--- config.mk ---
export PLATFORM = sky130hd
export DESIGN_NAME = taus_urng_ctrl
export DESIGN_NICKNAME = d
export VERILOG_FILES = /design/src/rtl/taus_pkg.sv /design/src/rtl/rr_arbiter.sv /design/src/rtl/taus_urng_ctrl.sv
export SDC_FILE = /design/constraint.sdc
export NUM_CORES = 1
export LEC_CHECK = 0
export ABC_AREA = 1
export CAP_MARGIN = 20
export CORE_MARGIN = 5
export CORE_UTILIZATION = 43
export CTS_CLUSTER_SIZE = 20
export DETAILED_ROUTE_END_ITERATION = 10
export PLACE_DENSITY = 0.79
export SLEW_MARGIN = 20
export SYNTH_ARGS = -nofsm -noshare
export SYNTH_HDL_FRONTEND = slang
export SYNTH_SLANG_ARGS = --single-unit
--- constraint.sdc ---
create_clock -name clk -period 2.2 [get_ports clk]
set_clock_uncertainty 0.05 [all_clocks]
set_input_delay 0.33 -clock clk [delete_from_list [all_inputs] [get_ports clk]]
set_output_delay 0.33 -clock clk [all_outputs]
set_load 0.02 [all_outputs]
--- src/rtl/taus_pkg.sv ---
// Shared types and constants for the Tausworthe URNG controller:
// FSM states, seed minima, generator latency and the seed legality check.
package taus_pkg;

    typedef enum logic [2:0] {
        IDLE  = 3'd0,
        CHECK = 3'd1,
        PRIME = 3'd2,
        WARM  = 3'd3,
        RUN   = 3'd4,
        ERR   = 3'd5
    } state_t;

    localparam logic [31:0] S0_MIN   = 32'd1;
    localparam logic [31:0] S1_MIN   = 32'd7;
    localparam logic [31:0] S2_MIN   = 32'd15;
    localparam int          URNG_LAT = 2;

    // Each component needs enough non-zero upper bits to avoid a degenerate stream.
    function automatic logic seeds_legal(input logic [31:0] s0,
                                         input logic [31:0] s1,
                                         input logic [31:0] s2);
        return (s0 > S0_MIN) && (s1 > S1_MIN) && (s2 > S2_MIN);
    endfunction

endpackage

--- src/rtl/rr_arbiter.sv ---
// Round-robin arbiter: combinational winner search starting at a registered
// pointer; the pointer advances past the winner only when a grant is taken.
module rr_arbiter #(
    parameter int NREQ = 2
) (
    input  logic            clk,
    input  logic            reset,
    input  logic            i_en,
    input  logic [NREQ-1:0] i_req,
    output logic [NREQ-1:0] o_gnt,
    output logic            o_any
);

    localparam int PW = (NREQ > 1) ? $clog2(NREQ) : 1;
    localparam int SW = PW + 1;

    logic [PW-1:0] r_ptr;
    logic [SW-1:0] w_sum [NREQ];
    logic [PW-1:0] w_idx [NREQ];
    logic [NREQ-1:0] w_rot;
    logic [PW-1:0] w_win;
    logic          w_any;

    // w_rot[k] is the request k positions after the pointer.
    generate
        for (genvar gi = 0; gi < NREQ; gi++) begin : g_rot
            assign w_sum[gi] = {1'b0, r_ptr} + SW'(gi);
            assign w_idx[gi] = (w_sum[gi] >= SW'(NREQ)) ? PW'(w_sum[gi] - SW'(NREQ))
                                                         : PW'(w_sum[gi]);
            assign w_rot[gi] = i_req[w_idx[gi]];
            assign o_gnt[gi] = w_any && (w_win == PW'(gi));
        end
    endgenerate

    always_comb begin
        w_any = 1'b0;
        w_win = '0;
        for (int k = NREQ - 1; k >= 0; k--) begin
            if (w_rot[k]) begin
                w_any = 1'b1;
                w_win = w_idx[k];
            end
        end
    end

    assign o_any = w_any;

    always_ff @(posedge clk) begin
        if (reset) begin
            r_ptr <= '0;
        end else if (i_en && w_any) begin
            r_ptr <= (w_win == PW'(NREQ - 1)) ? '0 : w_win + 1'b1;
        end
    end

endmodule

--- src/rtl/taus_urng_ctrl.sv ---
// Seeds, primes and shares one Tausworthe URNG among NREQ round-robin consumers.
// Define TAUS_SAMPLE_CNT_EN to build the granted-sample counter on sample_cnt.
module taus_urng_ctrl
    import taus_pkg::*;
#(
    parameter int NREQ   = 2,
    parameter int WARMUP = 16
) (
    input  logic            clk,
    input  logic            reset,
    input  logic            seed_we,
    input  logic [1:0]      seed_addr,
    input  logic [31:0]     seed_wdata,
    input  logic            start,
    input  logic            stop,
    output logic            urng_reset,
    output logic [31:0]     urng_s0,
    output logic [31:0]     urng_s1,
    output logic [31:0]     urng_s2,
    input  logic [31:0]     urng_r,
    input  logic [NREQ-1:0] req,
    output logic [NREQ-1:0] gnt,
    output logic [31:0]     sample,
    output logic            busy,
    output logic            running,
    output logic            seed_err,
    output logic [31:0]     sample_cnt
);

    localparam logic [7:0] PRIME_LAST = 8'(URNG_LAT - 1);
    localparam logic [7:0] WARM_LAST  = (WARMUP > 0) ? 8'(WARMUP - 1) : 8'd0;

    state_t          r_state, w_state_next;
    logic [7:0]      r_cnt, w_cnt_next;
    logic            r_urng_reset;
    logic [31:0]     r_s0, r_s1, r_s2;
    logic [NREQ-1:0] r_gnt;
    logic [31:0]     r_sample;
    logic            r_seed_err;
    logic            w_seed_ok;
    logic            w_seed_wr_ok;
    logic            w_arb_en;
    logic            w_any;
    logic [NREQ-1:0] w_win_onehot;

    assign w_seed_ok    = seeds_legal(r_s0, r_s1, r_s2);
    assign w_seed_wr_ok = (r_state == IDLE) || (r_state == ERR);
    // A stop in RUN must already suppress the grant of that cycle.
    assign w_arb_en     = (r_state == RUN) && !stop;

    rr_arbiter #(.NREQ(NREQ)) u_arb (
        .clk   (clk),
        .reset (reset),
        .i_en  (w_arb_en),
        .i_req (req),
        .o_gnt (w_win_onehot),
        .o_any (w_any)
    );

    always_comb begin
        w_state_next = r_state;
        w_cnt_next   = r_cnt;
        case (r_state)
            IDLE:  if (start) w_state_next = CHECK;
            CHECK: begin
                w_cnt_next   = '0;
                w_state_next = w_seed_ok ? PRIME : ERR;
            end
            PRIME: begin
                if (r_cnt == PRIME_LAST) begin
                    w_cnt_next   = '0;
                    w_state_next = (WARMUP == 0) ? RUN : WARM;
                end else begin
                    w_cnt_next = r_cnt + 8'd1;
                end
            end
            WARM: begin
                if (r_cnt == WARM_LAST) begin
                    w_cnt_next   = '0;
                    w_state_next = RUN;
                end else begin
                    w_cnt_next = r_cnt + 8'd1;
                end
            end
            RUN:   w_state_next = RUN;
            ERR:   if (start) w_state_next = CHECK;
            default: w_state_next = IDLE;
        endcase
        if (stop && (r_state != IDLE)) begin
            w_state_next = IDLE;
        end
    end

    always_ff @(posedge clk) begin
        if (reset) begin
            r_state      <= IDLE;
            r_cnt        <= '0;
            r_urng_reset <= 1'b1;
            r_s0         <= '0;
            r_s1         <= '0;
            r_s2         <= '0;
            r_gnt        <= '0;
            r_sample     <= '0;
            r_seed_err   <= 1'b0;
        end else begin
            r_state      <= w_state_next;
            r_cnt        <= w_cnt_next;
            r_urng_reset <= !((w_state_next == PRIME) || (w_state_next == WARM) ||
                              (w_state_next == RUN));
            if (seed_we && w_seed_wr_ok) begin
                case (seed_addr)
                    2'd0:    r_s0 <= seed_wdata;
                    2'd1:    r_s1 <= seed_wdata;
                    2'd2:    r_s2 <= seed_wdata;
                    default: ;
                endcase
            end
            if (r_state == CHECK) begin
                r_seed_err <= !w_seed_ok;
            end
            if (w_arb_en && w_any) begin
                r_gnt    <= w_win_onehot;
                r_sample <= urng_r;
            end else begin
                r_gnt <= '0;
            end
        end
    end

`ifdef TAUS_SAMPLE_CNT_EN
    logic [31:0] r_sample_cnt;
    logic        w_start_acc;

    assign w_start_acc = start && ((r_state == IDLE) || ((r_state == ERR) && !stop));

    always_ff @(posedge clk) begin
        if (reset || w_start_acc) begin
            r_sample_cnt <= '0;
        end else if (|r_gnt) begin
            r_sample_cnt <= r_sample_cnt + 32'd1;
        end
    end

    assign sample_cnt = r_sample_cnt;
`else
    assign sample_cnt = '0;
`endif

    assign urng_reset = r_urng_reset;
    assign urng_s0    = r_s0;
    assign urng_s1    = r_s1;
    assign urng_s2    = r_s2;
    assign gnt        = r_gnt;
    assign sample     = r_sample;
    assign busy       = (r_state != IDLE) && (r_state != ERR);
    assign running    = (r_state == RUN);
    assign seed_err   = r_seed_err;

endmodule

## Word-level counts from Yosys, hierarchy flattened

Index checks and enable logic that the tools add are counted.

| operators by class | value |
|---|---|
| add/subtract/negate cells | 5 |
| magnitude comparators | 7 |
| equality and inequality tests | 13 |
| muxes and demuxes | 20 |
| bitwise gates (word level) | 2 |
| reduce and logical (&&, ||, !) cells | 24 |

Operators with widths:

| cell | count |
|---|---|
| > comparator 32 x 1 -> 1 bit (second input constant) | 1 |
| > comparator 32 x 3 -> 1 bit (second input constant) | 1 |
| > comparator 32 x 4 -> 1 bit (second input constant) | 1 |
| one-hot mux 8 bit (3 select lines) | 1 |
| 2-to-1 mux 8 bit | 2 |
| 2-to-1 mux 3 bit | 5 |
| one-hot mux 3 bit (5 select lines) | 1 |
| equality test 3 x 2 -> 1 bit (second input constant) | 4 |
| 2-to-1 mux 1 bit | 11 |
| equality test 3 bit (second input constant) | 3 |
| logical AND 1 bit | 9 |
| adder 8 x 1 -> 8 bit (second input constant) | 1 |
| equality test 8 x 1 -> 1 bit (second input constant) | 1 |
| equality test 8 x 4 -> 1 bit (second input constant) | 1 |
| AND reduction 2 bit | 3 |
| nonzero test 3 bit | 2 |
| less-than comparator 1 x 2 -> 1 bit (second input constant) | 2 |
| OR reduction 2 bit | 2 |
| equality test 3 x 1 -> 1 bit (second input constant) | 1 |
| logical NOT 1 bit | 3 |
| logical NOT 3 bit | 1 |
| logical OR 1 bit | 3 |
| inequality test 3 bit (second input constant) | 1 |
| adder 1 x 1 -> 2 bit (second input constant) | 1 |
| other kinds (8) | 10 |

| storage, ports and cells | value |
|---|---|
| flip-flop bits (word level) | 144 |
| input bits | 73 |
| output and inout bits | 166 |
| logic and storage cells | 81 |

## Depth between registers and ports, before layout

| depth | value |
|---|---|
| depth after elaboration | 10 |
| depth in mapped cells | 12 |

## Modules after synthesis

From an unflattened synthesis, not the netlist that was laid out.

| unflattened totals | value |
|---|---|
| cell total of the unflattened synthesis | 819 |
| area, all modules | 6,073.3 µm² |

Modules (own cells, without submodules):

| module | instances | cells each | area each (µm²) | sequential area each (µm²) |
|---|---|---|---|---|
| taus_urng_ctrl | 1 | 808 | 6,007.0 | 2,862.7 |
| rr_arbiter | 1 | 11 | 66.3 | 20.0 |

## Worst setup path before layout

No wires, ideal clock.

| timing path | value |
|---|---|
| path type | reg2reg |
| from | register r_cnt[0] |
| to | register r_urng_reset, in the netlist urng_reset |
| setup time | 0.115 ns |
| arrival time | 1.436 ns |
| data required time | 2.035 ns |
| path slack | 0.598 ns |
| cell stages (with the launch flop) | 11 |
| buffers on the path | 0 |
| period minus slack after synthesis | 1.602 ns |
| path through | dfxtp_1 ha_1 nand2_1 nor2_1 inv_1 o21ai_1 o211ai_1 a21oi_1 nand2_1 nor2_1 nor2_1 |

| on the way | value |
|---|---|
| cells in the longest elaborated chain, start to end | 8 |
| elaborated cells on any way between the ends | 12 |
| those cells by class | eq/ne (5); mux (4); reduce/logical (3) |

RTL lines:

| element | line | text |
|---|---|---|
| start: declaration | taus_urng_ctrl.sv:34 | `logic [7:0] r_cnt, w_cnt_next;` |
| start signal: assignment | taus_urng_ctrl.sv:107 | `r_cnt <= w_cnt_next;` |
| equality test 8 x 4 -> 1 bit or equality test 8 x 1 -> 1 bit (tied branches) | taus_urng_ctrl.sv:78, taus_urng_ctrl.sv:70 |  |
| 2-to-1 mux 3 bit, on equally long branches | taus_urng_ctrl.sv:78, taus_urng_ctrl.sv:70 |  |
| one-hot mux 3 bit (5 select lines) (*) | taus_urng_ctrl.sv:63 | `case (r_state)` |
| 2-to-1 mux 3 bit (*) | taus_urng_ctrl.sv:89 | `if (stop && (r_state != IDLE)) begin` |
| equality test 3 x 2 -> 1 bit | taus_urng_ctrl.sv:108 | `r_urng_reset <= !((w_state_next == PRIME) \|\| (w_state_next == WARM) \|\|` |
| logical OR 1 bit | taus_urng_ctrl.sv:108 |  |
| logical OR 1 bit (*) | taus_urng_ctrl.sv:108 |  |
| logical NOT 1 bit (*) | taus_urng_ctrl.sv:108 |  |
| end signal: assignment | taus_urng_ctrl.sv:108 |  |
| end: declaration | taus_urng_ctrl.sv:35 | `logic r_urng_reset;` |

Mark *: on every way between the ends. The rest lies on a longest branch, timed or not.
A chain may end at the register's enable or synchronous reset.

## Final worst setup path

| timing path | value |
|---|---|
| from | register r_state[0] |
| to | output port busy |

| on the way | value |
|---|---|
| cells in the longest elaborated chain, start to end | 2 |
| elaborated cells on any way between the ends | 3 |
| those cells by class | eq/ne (1); reduce/logical (2) |

RTL lines:

| element | line | text |
|---|---|---|
| start: declaration | taus_urng_ctrl.sv:33 | `state_t r_state, w_state_next;` |
| start signal: assignment | taus_urng_ctrl.sv:106 | `r_state <= w_state_next;` |
| inequality test 3 bit or nonzero test 3 bit (tied branches) | taus_urng_ctrl.sv:155 | `assign busy = (r_state != IDLE) && (r_state != ERR);` |
| logical AND 1 bit (*) | taus_urng_ctrl.sv:155 |  |
| end: declaration | taus_urng_ctrl.sv:24 | `output logic busy,` |

Marks and branches as above.

==> metrics.txt <==
CP cell instances nor2_1, nand2_1, o21ai_2, inv_2, dlygate4sd2_1; CP endpoint kind primary output; Root Driver clkbuf_16; drt initial violations between 300 and 400; full die area about 16000 um2; CP top delay family flip-flops; Worst Hold Class flop to flop; worst hold path stage count 2; total power between 8 and 9 mW; initial antenna violation count 0; Synth Cell Area between 5000 and 6000 um2; first-pass GRT wire length 26900 um; asr flop ratio synth 0; Yosys cell types 30; grt total ovfl 0; Worst setup SP type flop; Synth Instances around 800; switching share of power 0.322; syn avg cell area between 7 and 8 um2; # port buffers around 210; Post-Layout Cell Count 1187; Final GP Congestion approximately 0.90; highest clock rate 507 MHz; Worst-path clk slew 0.06 ns; ANT nets after route 0; top-area cell type share of the netlist area 0.485; DR vias/cell ~4.8; register area share after synthesis 0.485; internal power around 6 mW; CTS max path bufs 2; final hold violation count 0; top cells by area, synth dfxtp_1 (49%), a21oi_1 (8.8%), nor2_1 (7.3%); max-cap viol count 0; min-delay src urng_s1[1]$_SDFFE_PP0P_; # IOs about 240; crit path buf inv count 2; VDD IR-drop max between 0.6 and 0.7 mV; P_sw 2.85 mW; PwrDens roughly 1000 nW/um2; Num CTS Buffers 17; vias in the first global route roughly 5.3k; part of the power in combinational logic 0.297; R2R cell count 10; Top FF cell, synth dfxtp_1; GRT Total Usage 0.208; data arrival time of the worst path ~1.6 ns; DP HPWL 12600 um; most frequent cells in the layout clkdlybuf4s50_1 (204), dfxtp_1 (144), nor2_1 (116); Max Slew Vio Count 0; pre-CTS setup slack about 0.28 ns; pin count of the biggest net entering global routing ~60; Period minus WS final between 1.5 and 2 ns; hold endpoint urng_s1[1]$_SDFFE_PP0P_; final instance area 8690 um2; cell accounting for the most synthesized area dfxtp_1; Tcrit/Tclk final 0.897; DRC Markers 0; final-report setup violation count 0; slowest CP cell dfxtp_1; Die Wd between 100 and 150 um; Final nets 1070; Die Height roughly 130 um; H-tree depth 4; Flop pwr share 0.355; worst r2r dst r_cnt[1]$_SDFFE_PP0P_; Detailed Route WL ~17000 um; max incr delay on CP ~0.45 ns; status finished clean; ratio of cells with drive above 1 in the final layout 0.0536; most common cell after layout, fill and taps aside clkdlybuf4s50_1; Routed WL per cell about 14 um; Seq cells post-synth 144; # rows 43; Clock Power Share 0.348; Sink Count 144; LEAKAGE roughly 3.6 nW; yosys warns 0; diode count 0; Initial Util 0.433; unrepaired setup endpoints after global routing no; CTS tree done; Max FO, Critical Path 7; reg2reg setup slack 0.27 ns; First-pass DRT Iterations 5; worst setup margin ~0.23 ns; Placed Instances approximately 1.2k; critical path type flop to primary output; Critical Path RT 1.82 ns; r2r startpoint r_cnt[0]$_SDFFE_PP0P_; Area Growth Syn to Fin 46.3%; Clock Latency Late Sink approximately 0.42 ns; vias post-DR ~5.7k; number of enable flip-flop cells after synthesis 0; placement-stage cell area between 8000 and 9000 um2; core area 13700 um2; Setup Total Neg Slack 0 ns
## flip-flops by register name, summed over array words and instances, names as in the netlist
signal       flops
sample          32
urng_s0         32
urng_s1         32
urng_s2         32
r_cnt            8
r_state          3
gnt              2
seed_err         1
u_arb.r_ptr      1
urng_reset       1
## synth_stat cells (2+ instances only)
cell type	count
dfxtp_1	144
nor2_1	116
a21oi_1	104
inv_1	103
nand2_1	91
o21ai_0	82
o21ai_1	35
buf_4	33
nand3_1	23
clkbuf_1	21
buf_2	14
buf_6	5
o211ai_1	4
nand4_1	3
nor3_1	3
ha_1	2
nand2_2	2
## stage by stage
step,hold slack (ns),utilization
floorplan,0.349,-
global route,0.405,0.633
CTS,0.400,0.633
global placement,0.382,0.586
finish,0.398,0.633
detailed placement,0.392,0.586
## power groups by stage
stage / clock (mW) / sequential, mW / combinational (mW)
CTS: 3.13 / 3.14 / 2.64
detailed placement: 0 / 3.19 / 2.63
finish: 3.08 / 3.14 / 2.63
floorplan: 0 / 3.53 / 1.24
global placement: 0 / 3.19 / 2.61
global route: 3.27 / 3.19 / 2.88
## cell families (layout without fill, tap and decap cells)
kind of cell	Yosys count	after routing	share of synthesized area
buffers and inverters	177	355	0.142
DFF	144	144	0.485
and+or+nand+nor	242	242	0.167
AOI/OAI and AO/OA	231	231	0.199
other	1	32	0.000632
adders and majority gates	2	2	0.00421
xor gates and xnor gates	1	1	0.00148
## worst max path at each step
stage                                to  depth (start not counted)             startpoint
2_1_floorplan     urng_reset$_SDFF_PP1_                         10  r_cnt[0]$_SDFFE_PP0P_
3_3_place_gp   urng_s2[10]$_SDFFE_PP0P_                          7                seed_we
3_5_place_dp   urng_s2[26]$_SDFFE_PP0P_                          7                seed_we
4_1_cts                         running                          4  r_state[0]$_SDFF_PP0_
5_1_grt           r_cnt[1]$_SDFFE_PP0P_                         10  r_cnt[0]$_SDFFE_PP0P_
6_report                           busy                          5  r_state[0]$_SDFF_PP0_
## repair_timing
| action | in CTS | in global routing |
|---|---|---|
| hold buffers | 0 | 0 |
| endpoints found under the setup margin | 1 | 1 |
| gates cloned | 0 | 0 |
| setup buffers | 0 | 0 |
| gates resized for setup | 1 | 1 |
## layer usage
metal,up-vias,part of all wire,GRT usage
met5,-,0,0
li1,2898,-,-
met1,2597,0.41,0.255
met2,215,0.47,0.340
met3,16,0.11,0.0840
met4,0,0.011,0.0517
## cell type report
type / count / area, um2
Inverter: 104 / 390
Clock buffer: 24 / 522
Multi-Input combinational cell: 508 / 2330
Timing Repair Buffer: 220 / 2220
Fill cell: 1168 / 5030
Sequential cell: 144 / 2880
Clock inverter: 7 / 121
Tap cell: 180 / 225
## tightest hold or removal path, stage by stage, from the launching register on
cell,delay [ns]
dfxtp_1,0.30
inv_1,0.05
a21oi_1,0.05
Note: power is estimated with default switching activity, not from simulation.
